## src/rtl/musicbox_pkg.sv

```systemverilog
// Shared constants and types for the music-box play-time counters.
package musicbox_pkg;

  localparam int unsigned SEC_W    = 6;
  localparam int unsigned MIN_W    = 6;
  localparam int unsigned SECS_MAX = 59;

  typedef struct packed {
    logic [MIN_W-1:0] mins;
    logic [SEC_W-1:0] secs;
  } mmss_t;

endpackage

```

## src/rtl/multi_song_timer_if.sv

```systemverilog
// Control and readout bundle between song selector, timer and display mux.
interface multi_song_timer_if #(
  parameter int unsigned NUM_CH = 2,
  parameter int unsigned SEL_W  = 4
) ();

  logic                  tick_1hz;
  logic [SEL_W-1:0]      sel;
  logic                  sound_off;
  logic                  clr_sel;
  logic [NUM_CH*6-1:0]   mins_all;
  logic [NUM_CH*6-1:0]   secs_all;
  logic [5:0]            sel_mins;
  logic [5:0]            sel_secs;
  logic                  rollover;

  modport master (
    output tick_1hz, sel, sound_off, clr_sel,
    input  mins_all, secs_all, sel_mins, sel_secs, rollover
  );

  modport slave (
    input  tick_1hz, sel, sound_off, clr_sel,
    output mins_all, secs_all, sel_mins, sel_secs, rollover
  );

endinterface

```

## src/rtl/mmss_cell.sv

```systemverilog
// Single mm:ss play-time counter with wrap or sticky-saturate behaviour.
module mmss_cell
  import musicbox_pkg::*;
#(
  parameter int unsigned MAX_MINS = 59
) (
  input  logic             clk,
  input  logic             RESET_N,
  input  logic             inc,
  input  logic             clr,
  input  logic             hold_sat,
  output logic [MIN_W-1:0] mins,
  output logic [SEC_W-1:0] secs,
  output logic             wrap
);

  mmss_t cnt_q, cnt_d;
  logic  sat_q, sat_d;
  logic  secs_top;
  logic  mins_top;

  always_comb begin
    secs_top = (cnt_q.secs == SEC_W'(SECS_MAX));
    mins_top = (cnt_q.mins == MIN_W'(MAX_MINS));
    cnt_d    = cnt_q;
    sat_d    = sat_q;
    wrap     = 1'b0;
    if (clr) begin
      cnt_d = '0;
      sat_d = 1'b0;
    end else if (inc) begin
      if (!secs_top) begin
        cnt_d.secs = cnt_q.secs + SEC_W'(1);
      end else if (!mins_top) begin
        cnt_d.mins = cnt_q.mins + MIN_W'(1);
        cnt_d.secs = '0;
      end else if (hold_sat) begin
        // Only the first tick that finds the counter pinned reports it.
        wrap  = !sat_q;
        sat_d = 1'b1;
      end else begin
        cnt_d = '0;
        wrap  = 1'b1;
      end
    end
  end

  always_ff @(posedge clk) begin
    if (!RESET_N) begin
      cnt_q <= '0;
      sat_q <= 1'b0;
    end else begin
      cnt_q <= cnt_d;
      sat_q <= sat_d;
    end
  end

  assign mins = cnt_q.mins;
  assign secs = cnt_q.secs;

endmodule

```

## src/rtl/multi_song_timer.sv

```systemverilog
// NUM_CH independent song play-time counters with selected-channel readout
// and a registered rollover pulse.
module multi_song_timer
  import musicbox_pkg::*;
#(
  parameter int unsigned NUM_CH          = 2,
  parameter int unsigned MAX_MINS        = 59,
  parameter int unsigned CLEAR_ON_SWITCH = 1,
  parameter int unsigned SATURATE        = 0,
  parameter int unsigned SEL_W           = 4
) (
  input  logic               clk,
  input  logic               RESET_N,
  multi_song_timer_if.slave  bus
);

  logic [NUM_CH-1:0] sel_hit;
  logic [NUM_CH-1:0] ch_inc;
  logic [NUM_CH-1:0] ch_clr;
  logic [NUM_CH-1:0] ch_wrap;
  logic [MIN_W-1:0]  ch_mins [NUM_CH];
  logic [SEC_W-1:0]  ch_secs [NUM_CH];
  logic              run_tick;
  logic [MIN_W-1:0]  mux_mins;
  logic [SEC_W-1:0]  mux_secs;
  logic              rollover_q;

  // An out-of-range sel hits no channel, so nothing counts or clears.
  assign run_tick = bus.tick_1hz && !bus.sound_off && (|sel_hit);

  for (genvar k = 0; k < NUM_CH; k++) begin : g_ch
    assign sel_hit[k] = (bus.sel == SEL_W'(k));
    assign ch_inc[k]  = run_tick && sel_hit[k] && !bus.clr_sel;
    assign ch_clr[k]  = (bus.clr_sel && sel_hit[k]) ||
                        ((CLEAR_ON_SWITCH != 0) && run_tick && !sel_hit[k]);

    mmss_cell #(
      .MAX_MINS (MAX_MINS)
    ) u_cell (
      .clk      (clk),
      .RESET_N  (RESET_N),
      .inc      (ch_inc[k]),
      .clr      (ch_clr[k]),
      .hold_sat (SATURATE != 0),
      .mins     (ch_mins[k]),
      .secs     (ch_secs[k]),
      .wrap     (ch_wrap[k])
    );

    assign bus.mins_all[6*k +: 6] = ch_mins[k];
    assign bus.secs_all[6*k +: 6] = ch_secs[k];
  end

  always_comb begin
    mux_mins = '0;
    mux_secs = '0;
    for (int k = 0; k < NUM_CH; k++) begin
      if (sel_hit[k]) begin
        mux_mins = ch_mins[k];
        mux_secs = ch_secs[k];
      end
    end
  end

  assign bus.sel_mins = mux_mins;
  assign bus.sel_secs = mux_secs;

  always_ff @(posedge clk) begin
    if (!RESET_N) begin
      rollover_q <= 1'b0;
    end else begin
      rollover_q <= |ch_wrap;
    end
  end

  assign bus.rollover = rollover_q;

endmodule

```

## src/flat_wrapper.sv

```systemverilog
// flat-port wrapper written by rule: the top's interface ports become plain ports
module multi_song_timer_flat import musicbox_pkg::*;
#(
  parameter int unsigned NUM_CH          = 2,
  parameter int unsigned MAX_MINS        = 59,
  parameter int unsigned CLEAR_ON_SWITCH = 1,
  parameter int unsigned SATURATE        = 0,
  parameter int unsigned SEL_W           = 4
)
  (clk, RESET_N, bus_tick_1hz, bus_sel, bus_sound_off, bus_clr_sel, bus_mins_all, bus_secs_all, bus_sel_mins, bus_sel_secs, bus_rollover);
  multi_song_timer_if #(.NUM_CH(NUM_CH), .SEL_W(SEL_W)) bus_i ();
  input  logic clk;
  input  logic RESET_N;
  input wire logic [$bits(bus_i.tick_1hz)-1:0] bus_tick_1hz;
  input wire logic [$bits(bus_i.sel)-1:0] bus_sel;
  input wire logic [$bits(bus_i.sound_off)-1:0] bus_sound_off;
  input wire logic [$bits(bus_i.clr_sel)-1:0] bus_clr_sel;
  output wire logic [$bits(bus_i.mins_all)-1:0] bus_mins_all;
  output wire logic [$bits(bus_i.secs_all)-1:0] bus_secs_all;
  output wire logic [$bits(bus_i.sel_mins)-1:0] bus_sel_mins;
  output wire logic [$bits(bus_i.sel_secs)-1:0] bus_sel_secs;
  output wire logic [$bits(bus_i.rollover)-1:0] bus_rollover;
  assign bus_i.tick_1hz = bus_tick_1hz;
  assign bus_i.sel = bus_sel;
  assign bus_i.sound_off = bus_sound_off;
  assign bus_i.clr_sel = bus_clr_sel;
  assign bus_mins_all = bus_i.mins_all;
  assign bus_secs_all = bus_i.secs_all;
  assign bus_sel_mins = bus_i.sel_mins;
  assign bus_sel_secs = bus_i.sel_secs;
  assign bus_rollover = bus_i.rollover;
  multi_song_timer #(.NUM_CH(NUM_CH), .MAX_MINS(MAX_MINS), .CLEAR_ON_SWITCH(CLEAR_ON_SWITCH), .SATURATE(SATURATE), .SEL_W(SEL_W)) u_core (.clk(clk), .RESET_N(RESET_N), .bus(bus_i));
endmodule
```

## config.mk

```make
export PLATFORM = sky130hd
export DESIGN_NAME = multi_song_timer_flat
export DESIGN_NICKNAME = d
export VERILOG_FILES = /design/src/rtl/musicbox_pkg.sv /design/src/rtl/multi_song_timer_if.sv /design/src/rtl/mmss_cell.sv /design/src/rtl/multi_song_timer.sv /design/src/flat_wrapper.sv
export SDC_FILE = /design/constraint.sdc
export NUM_CORES = 1
export LEC_CHECK = 0
export CAP_MARGIN = 20
export CORE_UTILIZATION = 46
export DETAILED_ROUTE_END_ITERATION = 6
export GPL_TIMING_DRIVEN = 0
export PLACE_DENSITY = 0.79
export SYNTH_ARGS = -nofsm -noshare
export SYNTH_HDL_FRONTEND = slang
export SYNTH_SLANG_ARGS = --single-unit
```

## constraint.sdc

```tcl
create_clock -name clk -period 2.6 [get_ports clk]
set_input_delay 0.65 -clock clk [delete_from_list [all_inputs] [get_ports clk]]
set_output_delay 0.65 -clock clk [all_outputs]
set_load 0.005 [all_outputs]
```

==> metrics.md, run 1 <==
| Metric | Value |
|---|---|
| Total nets after synthesis | `about 190` |
| Antenna Nets Post-Route | `0` |
| Synth async-reset ratio | `0%` |
| Post-layout nets | `approximately 240` |
| Placeable Area | `roughly 0.003 mm²` |
| Clk sinks | `25` |
| Site row count | `20` |
| Worst setup margin | `between 0.02 and 0.025 ns` |
| Leak | `~0.75 nW` |
| Share of layout cells above drive strength 1 | `12.3%` |
| Clk Latency, worst-skew pair | `between 0.3 and 0.4 ns` |
| WP data required | `approximately 2.9 ns` |
| Root Buffer | `clkbuf_4` |
| CP Class | `input pin to register` |
| Syn. warnings | `0` |
| Global-route wire length before repair | `6980 µm` |
| DRT Pass-1 Iters | `4` |
| Fin crit period | `between 2 and 3 ns` |
| Multi-input gate area | `~950 µm²` |
| Clock slew at reported path FFs | `approximately 0.14 ns` |
| Synth Flop Type | `dfxtp_1` |
| Initial DRC Count | `between 80 and 90` |
| Ports | `46` |
| Largest net degree at the start of global routing | `15` |
| Initial antenna violation count | `0` |
| GRT Overall Usage | `26.3%` |
| WL final | `around 4400 µm` |
| Max Cap Violations | `0` |
| GPL Wtd Cong | `roughly 0.82` |
| Diode count | `0` |
| GRT overflow | `0` |
| Sequential area share after synthesis | `roughly 34%` |
| DP Worst Slack | `-1.18 ns` |
| Syn Inst Count | `~180` |
| Power Density | `300 mW/mm²` |
| Layout filler cell count | `254` |
| Die width | `58.4 µm` |
| Cell Area, Synth | `between 0.001 and 0.0015 mm²` |
| WL/cell | `~16 µm` |
| Die Y | `58.4 µm` |
| RSZ-0062 raised after global routing | `no` |
| Crit path capture type | `register` |
| CTS Buffer Depth | `2` |
| Peak supply drop | `around 0.26 mV` |
| Status | `finished clean` |
| Count of cell types in the netlist | `42` |
| Final Hold Viols | `0` |
| Worst-path maximum fanout | `8` |
| Die area | `0.00341 mm²` |
| Crit path arrival time | `roughly 2.9 ns` |
| H-tree depth | `1` |
| HPWL after DPL | `between 3000 and 4000 µm` |
| Fmax | `388 MHz` |
| Max Clock Skew | `0.00315 ns` |
| Avg Synthesized Cell Area | `around 8.4 µm²` |
| Max-slew headroom | `roughly 54%` |
| Via density | `5.97` |
| Max Slew Vio Count | `0` |
| Hold Crit Class | `register to register` |
| Slew @ Worst Pin | `0.688 ns` |
| Num CTS Buffers | `3` |
| Drt drc | `0` |
| Via count | `1619` |
| Crit share post-route | `between 90% and 100%` |
| Register area | `roughly 500 µm²` |
| CTS tree | `built` |
| Synthesis-stage register bit count | `25` |
| FF-to-FF setup slack | `between 0.3 and 0.4 ns` |
| Hold buffer count at CTS | `0` |
| Crit path launch type | `input pin` |
| Final Util | `approximately two thirds` |
| # port buffers | `45` |
| Post-synth EDFFs | `0` |
| Synthesis-to-layout area growth | `41.4%` |
| Vias in the first global route | `1571` |
| Final setup vio count | `0` |
| Starting Density | `48.3%` |
## registers in the layout, indices dropped and copies added, names as in the netlist
register and flops:
u_core.bus.rollover 1, u_core.g_ch.u_cell.mins 12, u_core.g_ch.u_cell.secs 12
## synthesized netlist by cell type, types with 2 or more instances
| cell type | count | area, µm² |
|---|---|---|
| o211ai_1 | 2 | 15.0 |
| or3_1 | 4 | 25.0 |
| xor2_1 | 5 | 43.8 |
| ha_1 | 4 | 50.1 |
| nand3b_1 | 2 | 15.0 |
| a22o_1 | 10 | 87.6 |
| nand3_1 | 8 | 40.0 |
| nor3_1 | 12 | 60.1 |
| a31oi_1 | 2 | 12.5 |
| a211oi_1 | 3 | 22.5 |
| clkbuf_1 | 5 | 18.8 |
| xnor2_1 | 6 | 52.6 |
| o41ai_1 | 3 | 26.3 |
| a21oi_1 | 10 | 50.1 |
| inv_1 | 4 | 15.0 |
| dfxtp_1 | 25 | 500 |
| or4_4 | 2 | 22.5 |
| nor4_1 | 5 | 31.3 |
| nand4_1 | 6 | 37.5 |
| nand2_1 | 22 | 82.6 |
| nor2_1 | 10 | 37.5 |
| o21ai_0 | 5 | 25.0 |
## power breakdown
part           leakage (nW)  switching, W  total (W)  internal (W)
logic                 0.531     0.0000328  0.0000549     0.0000221
registers             0.201   0.000000383   0.000384      0.000383
clock network        0.0177      0.000124   0.000182     0.0000577
total                 0.750      0.000157   0.000620      0.000463
## logic make-up after synthesis
kind of cell    Yosys count  synth area share, %
simple gates             84                 32.7
compound gates           39                 18.7
flops                    25                 34.2
xor+xnor                 11                 6.59
buf+inv                  11                 3.60
fa+ha+maj                 4                 3.42
mux                       1                0.685
## metrics by stage
stage                     setup TNS [ns]  instance area [µm²]  instances  power, W  hold slack [ns]
after detailed placement          -18.46                 1970        264  0.000438            0.505
after global routing                   0                 2070        271  0.000640            0.552
after CTS                              0                 2060        271  0.000619            0.524
after global placement            -16.54                 1970        264  0.000437            0.494
final                                  0                 2070        271  0.000620            0.522
after floorplan                        0                 1460        175  0.000414            0.489
## layer usage
layer,global-route usage (%),wire length (µm)
met1,31.6,1890
met2,47.5,2240
met3,2.86,190
met4,11.6,92
met5,0,0
## final timing paths
| check | startpoint | to | cells past startpoint |
|---|---|---|---|
| worst max register to register | u_core.g_ch[1].u_cell.secs[3] | u_core.g_ch[1].u_cell.mins[0] | 5 |
| worst max-delay path | bus_sound_off | u_core.g_ch[1].u_cell.mins[0] | 6 |
| worst min register to register | u_core.g_ch[1].u_cell.mins[1] | u_core.g_ch[1].u_cell.mins[1] | 2 |
| worst min-delay path | u_core.g_ch[1].u_cell.mins[1] | u_core.g_ch[1].u_cell.mins[1] | 2 |
## cell type report
class	instances	area share, %
clock buffers	3	1.09
clock inverters	1	0.242
multi-input cells	139	45.8
flip-flops and latches	25	24.2
repair buffers	48	21.4
well taps	44	2.66
inverters	4	0.726
plain buffers	7	3.81
## worst max-delay path, cell delays in order
cell	delay, ns
clkdlybuf4s50_1	0.46
or3b_2	0.50
buf_4	0.19
or4_4	0.52
or3_1	0.39
a21oi_2	0.13
## timing repair
item / in CTS / in global routing
pin swaps: 2 / 2
setup endpoints to repair: 17 / 4
setup buffers: 4 / 0
gates resized for setup: 45 / 5
## layout by cell type, fill, tap and decap left out, drive strengths merged, types with 2 or more instances in the layout
cell,instances
nand2,22
dfxtp,25
nor3,12
nor2,10
a22o,10
a31oi,2
nand3b,2
o21ai,5
xnor2,6
dlymetal6s2s,2
clkdlybuf4s50,29
xor2,5
or4b,2
nor4,6
clkbuf,9
buf,8
nand3,8
or4,3
o41ai,3
inv,4
nand4,6
o211ai,2
a21oi,11
ha,4
or3b,2
dlygate4sd2,10
or3,4
a211oi,3
No activity file was read; power rests on OpenSTA's default activity.
==> run 2, diff against run 1 <==
--- a/config.mk
+++ b/config.mk
@@ -9,7 +9,7 @@
 export CORE_UTILIZATION = 46
 export DETAILED_ROUTE_END_ITERATION = 6
 export GPL_TIMING_DRIVEN = 0
-export PLACE_DENSITY = 0.79
+export PLACE_DENSITY = 0.89
 export SYNTH_ARGS = -nofsm -noshare
 export SYNTH_HDL_FRONTEND = slang
 export SYNTH_SLANG_ARGS = --single-unit
==> metrics.md, run 2 (synthesis gave the netlist of run 1 again) <==
| Metric | Value |
|---|---|
| Antenna Nets Post-Route | `0` |
| Site row count | `20` |
| Worst-path maximum fanout | `10` |
| Worst r2r src | `u_core.g_ch[1].u_cell.secs[3]` |
| WL final | `~4300 µm` |
| Ports | `46` |
| Share of layout cells above drive strength 1 | `13.5%` |
| CP Class | `input pin to output port` |
| Leak | `0.738 nW` |
| Initial DRC Count | `171` |
| Crit path capture type | `output port` |
| Status | `finished clean` |
| Power Density | `between 300 and 400 mW/mm²` |
| Slew @ Worst Pin | `around 0.7 ns` |
| Starting Density | `48.3%` |
| Global-route wire length before repair | `slightly below 7000 µm` |
| Drt drc | `0` |
| Most frequent cells in the layout | `clkdlybuf4s50_1, dfxtp_1, nand2_1` |
| Post-layout nets | `between 200 and 250` |
| Peak supply drop | `around 0.27 mV` |
| Final setup vio count | `0` |
| Clock slew at reported path FFs | `about 0.14 ns` |
| Synthesis-to-layout area growth | `42.8%` |
| DP Worst Slack | `-1.17 ns` |
| Critical Path Sink | `bus_sel_mins[2]` |
| Worst setup margin | `between 0.01 and 0.015 ns` |
| Num CTS Buffers | `3` |
| Max-slew headroom | `53.2%` |
| HPWL after DPL | `2880 µm` |
| Final Util | `68.9%` |
| Fmax | `387 MHz` |
| R2R depth | `5` |
| Via density | `between 5 and 6` |
| Total Power | `between 0.0006 and 0.0007 W` |
| Max Clock Skew | `between 0.007 and 0.008 ns` |
| Fin crit period | `between 2 and 3 ns` |
| Crit path arrival time | `1.94 ns` |
| Crit path launch type | `input pin` |
| Via count | `between 1500 and 2000` |
| Vias in the first global route | `1441` |
| DRT Pass-1 Iters | `4` |
| # port buffers | `between 40 and 50` |
| Crit share post-route | `just under 100%` |
| Die width | `roughly 58 µm` |
| Diode count | `0` |
| Placeable Area | `roughly 0.0030 mm²` |
| Crit. Startpoint | `bus_sel[1]` |
| CTS tree | `built` |
| Post-Layout Inst Area | `roughly 0.0021 mm²` |
| Largest net degree at the start of global routing | `15` |
| Clk Latency, worst-skew pair | `0.33 ns` |
| Final Hold Viols | `0` |
| Crit Reg-Reg Endpoint | `u_core.g_ch[1].u_cell.mins[0]` |
| Max Cap Violations | `0` |
| Root Buffer | `clkbuf_4` |
| WP data required | `~2 ns` |
| Hold Crit Class | `register to register` |
| Die area | `0.00341 mm²` |
| Max Slew Vio Count | `0` |
| Area post-placement | `roughly 0.0020 mm²` |
| Initial antenna violation count | `0` |
| Die Y | `58.4 µm` |
| H-tree depth | `1` |
| Hold buffer count at CTS | `0` |
| WL/cell | `around 16 µm` |
| GRT overflow | `0` |
| FF-to-FF setup slack | `around 0.44 ns` |
| GRT Overall Usage | `26.0%` |
| CTS Buffer Depth | `2` |
| Clk sinks | `25` |
| GPL Wtd Cong | `roughly 0.9` |
| Commonest non-fill, non-tap cell in the layout | `clkdlybuf4s50_1` |
run 2: cell count changes in the layout (fill, tap and decap cells not counted), sizes merged:
cell           before  now
clkdlybuf4s15       0    4
buf                 8   11
dlygate4sd2        10    8
clkbuf              9    8
dlymetal6s2s        2    1
run 2: through the flow:
step | std cells | hold slack [ns] | TNS [ns]
3_5_place_dp | 264 | 0.506 | -18.83
3_3_place_gp | 264 | 0.501 | -17.41
4_1_cts | 273 | 0.524 | 0
2_1_floorplan | 175 | 0.489 | 0
5_1_grt | 274 | 0.552 | -0.137
6_report | 274 | 0.533 | 0
run 2: worst min-delay path by stage:
stage | startpoint | endpoint | cells past startpoint
2_1_floorplan | u_core.g_ch[1].u_cell.mins[1] | u_core.g_ch[1].u_cell.mins[1] | 2
3_3_place_gp | u_core.g_ch[0].u_cell.secs[1] | u_core.g_ch[0].u_cell.secs[1] | 2
3_5_place_dp | u_core.g_ch[0].u_cell.secs[1] | u_core.g_ch[0].u_cell.secs[1] | 2
4_1_cts | u_core.g_ch[0].u_cell.secs[1] | u_core.g_ch[0].u_cell.secs[1] | 2
5_1_grt | u_core.g_ch[1].u_cell.mins[1] | u_core.g_ch[1].u_cell.mins[1] | 2
6_report | u_core.g_ch[0].u_cell.secs[1] | u_core.g_ch[0].u_cell.secs[1] | 2
run 2: layout make-up:
| type | instances | area, µm² |
|---|---|---|
| multi-input cells | 139 | 950 |
| inverters | 4 | 15.0 |
| plain buffers | 7 | 67.6 |
| fillers | 237 | 941 |
| clock inverters | 1 | 5.00 |
| clock buffers | 3 | 22.5 |
| flip-flops and latches | 25 | 500 |
| well taps | 44 | 55.1 |
| repair buffers | 51 | 472 |
run 2: power by group:
part	switching [W]	total (W)	internal (W)
combinational	0.0000336	0.0000560	0.0000225
clock	0.000129	0.000187	0.0000578
sequential	0.000000362	0.000384	0.000383
total	0.000163	0.000626	0.000464
run 2: layer usage:
metal | vias up | global-route usage, % | wire, µm
li1 | 772 | - | -
met1 | 754 | 35.9 | 1920
met2 | 86 | 40.4 | 2020
met3 | 12 | 2.86 | 279
met4 | 0 | 12.9 | 99
met5 | - | 0 | 0
run 2: worst max-delay path, cell delays in order:
cell,delay (ns)
buf_2,0.15
nor4_4,0.31
clkbuf_8,0.18
buf_4,0.10
clkbuf_8,0.15
nand2_1,0.06
o21ai_1,0.11
clkdlybuf4s15_1,0.22
run 2: what timing repair did:
| item | 4_1_cts | 5_1_grt |
|---|---|---|
| pin swaps | 2 | 1 |
| endpoints found under the setup margin | 16 | 14 |
| hold endpoints to repair | 0 | 0 |
| gates resized for setup | 47 | 6 |
| buffers inserted | 5 | 1 |
